<file path="src/rtl/th_rr_arbiter.sv">
// Combinational round-robin pick: searches the request vector starting at
// rr_ptr, wrapping at N_SRC, and reports the first requester found.
module th_rr_arbiter #(
  parameter int N_SRC = 4
) (
  input  logic [N_SRC-1:0] req,
  input  logic [1:0]       rr_ptr,
  output logic [1:0]       grant,
  output logic             valid
);

  // First requester at or above rr_ptr, wrapping around to index 0
  always_comb begin
    int idx;
    // NOTE: every output gets a default before the search so no path leaves
    // it unassigned, which would otherwise infer a latch.
    grant = '0;
    valid = 1'b0;
    idx   = 0;
    for (int off = 0; off < N_SRC; off++) begin
      idx = int'(rr_ptr) + off;
      if (idx >= N_SRC) idx = idx - N_SRC;
      if (!valid && req[idx]) begin
        valid = 1'b1;
        grant = 2'(idx);
      end
    end
  end

endmodule

</file>
<file path="config.mk">
export PLATFORM = sky130hd
export DESIGN_NAME = th_rr_arbiter
export DESIGN_NICKNAME = d
export VERILOG_FILES = /design/src/rtl/th_rr_arbiter.sv
export SDC_FILE = /design/constraint.sdc
export NUM_CORES = 1
export LEC_CHECK = 0
export BUFFER_PORTS_ARGS = -buffer_cell sky130_fd_sc_hd__buf_2
export CORE_AREA = 2 2 39 41
export DETAILED_ROUTE_END_ITERATION = 10
export DIE_AREA = 0 0 41 43
export GPL_TIMING_DRIVEN = 0
export PLACE_DENSITY = 0.3
export REMOVE_ABC_BUFFERS = 1
export SYNTH_ARGS = -nofsm -noshare
export SYNTH_HDL_FRONTEND = slang
export SYNTH_SLANG_ARGS = --single-unit
</file>
<file path="constraint.sdc">
create_clock -name vclk -period 2.4
set_clock_uncertainty 0.2 [all_clocks]
set_input_delay 0.36 -clock vclk [all_inputs]
set_output_delay 0.36 -clock vclk [all_outputs]
set_load 0.02 [all_outputs]
</file>
Word-level counts from Yosys, hierarchy flattened
Cells that the tools add are included.
- bits in registers: 0
- output and inout port bits: 3
- word-level logic and storage cells: 45
- $add $sub $neg: 7
- order comparisons: 8
- mux-type cells: 24
- reductions and logical operators: 6
- operators by type and width (cell ; count):
    $lt A32 B4 Y1 const B ; 4
    $mux W32 ; 4
    $mux W1 ; 12
    $sub A3 B3 Y4 const B ; 3
    $ge A3 B3 Y1 const B ; 3
    $bmux W1 S2 ; 4
    $mux W2 ; 4
    $add A2 B2 Y3 const B ; 2
    $sub A2 B3 Y4 const B ; 1
    $add A2 B1 Y3 const B ; 1
    $ge A2 B3 Y1 const B ; 1
    $logic_and A1 B1 Y1 ; 3
    $logic_not A1 Y1 ; 3

Depth between registers and ports, before layout
- word-level depth: 15
- depth in mapped cells: 3
- gate-level depth less buffers: 3

Worst setup path before layout
OpenSTA, ideal clock, no wires.
- path kind: input to output
- start point: in req[1]
- end point: out grant[0]
- arrival: 1089 ps
- slack: 751 ps
- stages on the path: 3
- buffers on the path: 0
- cells stage by stage: inv_1 a221o_1 a21oi_1
- word-level cells in the longest chain between the ends: 13
- elaborated cells on any way between the ends: 25
- classes of those cells: mux (19); reduce/logical (6)
- ends and longest elaborated chain (element ; RTL line ; RTL):
    from (decl) ; 6 ; input logic [N_SRC-1:0] req,
    $bmux W1 S2 ; 23 ; if (!valid && req[idx]) begin
    $mux W1 (not written as such) (2 in a row) ; 23 ;
    $mux W1 ; 23 ;
    $logic_not A1 Y1 ; 23 ;
    $logic_and A1 B1 Y1 ; 23 ;
    $mux W1 ; 23 ;
    $logic_not A1 Y1 ; 23 ;
    $logic_and A1 B1 Y1 ; 23 ;
    $mux W1 ; 23 ;
    $logic_not A1 Y1 ; 23 ;
    $logic_and A1 B1 Y1 ; 23 ;
    $mux W2 * ; 23 ;
    to (decl) ; 8 ; output logic [1:0] grant,
Mark *: on every way between the ends. The rest lies on a longest branch, timed or not. The select of a mux whose other input is x is not followed.

Worst setup path after layout
Same ends and word-level chain as after synthesis.

==> run metrics <==
Least-Margin Pin Slew ~160 ps; Crit Path Category input pin to output port; switching power 14.7 uW; Nets 32; IR drop worst, VDD roughly 0.000020 V; area grow syn2layout 83.9%; Initial Util 0.0561; outcome completed; placed cell areas between 100 and 150 sq um; dominant cells by area after synthesis a21oi_1 26%, inv_1 19%, a221o_1 13%; Die W approximately 41 microns; Gate Count Post-Synth 15; Post-synth top cells 4 x a21oi_1, 4 x inv_1; part of the power in combinational logic 1.000; largest net degree at the start of global routing 5; Die Y-Extent 43 microns; seq_cells 0; endpoints failing hold 0; postcts setup bufs 0; Crit path max-delay family compound AO/OA/AOI/OAI gates; via/cell ratio between 3 and 4; worst path required time roughly 1800 ps; Antenna Cells 0; Yosys top cell by area a21oi_1; Yosys top cell area share 0.258; HPWL Detailed between 200 and 300 microns; crit-path max cell delay 340 ps; WP buf/inv 3; first-pass GRT wire length 441 microns; post-route ant nets 0; Worst setup SP type input pin; fraction of layout cells with a size suffix above 1 0.417; full die area 0.00176 sq mm; Final min period approximately 1700 ps; RD Place Congestion between 0.6 and 0.7; Core Area approximately 0.0014 sq mm; pre-CTS setup slack ~670 ps; sequential share of power 0; num ports 9; CP max stage cell a221o_1; setup TNS 0 ps; Crit path top cell by count buf_2; sw frac 0.583; GRT Total Usage 0.0330; # hold bufs at CTS 0; Row Count 14; Syn Area/Cell 5.17 sq um; DR WL/cell about 6.9 microns; initial drt markers 1; Synth Warn # 0; CTS resizes 0; clock share of power 0; count of cell types in the netlist 9; vias in the first global route 120; drt drc 0; RSZ-0062 raised after global routing no; Max Freq between 0.5 and 0.6 GHz; Finished Cell Area 143 sq um; worst rel slew slack 0.893; Tcrit/Tclk final 0.716; Seq. cell area 0 sq um; max_cap viols 0; Synth Cell Area about 78 sq um; Routed WL 277 microns; HP Class input pin to output port; CP max FO 3; endpoints failing setup 0; slack of the critical path 681 ps; initial antenna violation count 0; Internal Power roughly 11 uW; I/O Buffers 9; Static Leak approximately 0.000076 uW; register area share after synthesis 0; worst-path cell chain buf_2, inv_1, a221o_1, a21oi_1, buf_2; PwrDens around 180 mW/mm^2; crit path DAT 1160 ps; Max Slew Vio Count 0; clk_buf instances 0; total congestion overflow 0; via count ~130; Setup crit end kind output port; First-pass DRT Iterations 2
[cells by family (layout without fill, tap and decap cells)]
kind of cell	Yosys count	after routing	synth area share
compound gates	7	7	0.564
buf+inv	5	14	0.242
simple gates	3	3	0.193
[metrics by stage]
| stage | util | hold slack [ps] | cells | total power [uW] |
|---|---|---|---|---|
| after floorplan | - | 686 | 15 | 13.4 |
| after global placement | 0.103 | 885 | 40 | 26.4 |
| after detailed placement | 0.103 | 884 | 40 | 25.7 |
| after CTS | 0.103 | 885 | 40 | 25.9 |
| after global routing | 0.103 | 914 | 40 | 28.6 |
| final | 0.103 | 875 | 40 | 25.3 |
[cells in the final DEF, fill, tap and decap left out]
cell / count
a221o_1: 1
a21oi_1: 4
o221ai_1: 1
nand2b_1: 1
nand3_1: 1
nor2_1: 1
buf_2: 9
inv_1: 4
o21ai_0: 1
inv_2: 1
[worst min-delay path, cell delays in order]
cell and delay, ps:
buf_2 100, inv_1 50, nand3_1 60, buf_2 150
[cell type report]
| class | instances | area [sq um] |
|---|---|---|
| fill | 169 | 1240 |
| inverter | 5 | 18.8 |
| multi-input combinational | 10 | 58.8 |
| tap | 16 | 20.0 |
| timing repair buffer | 9 | 45.0 |
[power groups by stage]
stage | sequential (uW) | combinational, uW | clock (uW)
after floorplan | 0 | 13.4 | 0
after global placement | 0 | 26.4 | 0
after detailed placement | 0 | 25.7 | 0
after CTS | 0 | 25.9 | 0
after global routing | 0 | 28.6 | 0
final | 0 | 25.3 | 0
[path summary, 6_finish.rpt]
kind | to | from | slack (ps) | cells past startpoint
worst min-delay path | valid | req[2] | 870 | 4
worst max-delay path | grant[0] | req[1] | 680 | 5
[layer usage]
metal	global-route usage	vias up	wire, microns
met5	0	-	0
met4	0	0	0
met3	0	0	30
met2	0.0625	4	146
met1	0.0411	57	100
li1	-	70	-
Power figures use the tool's default switching activity.
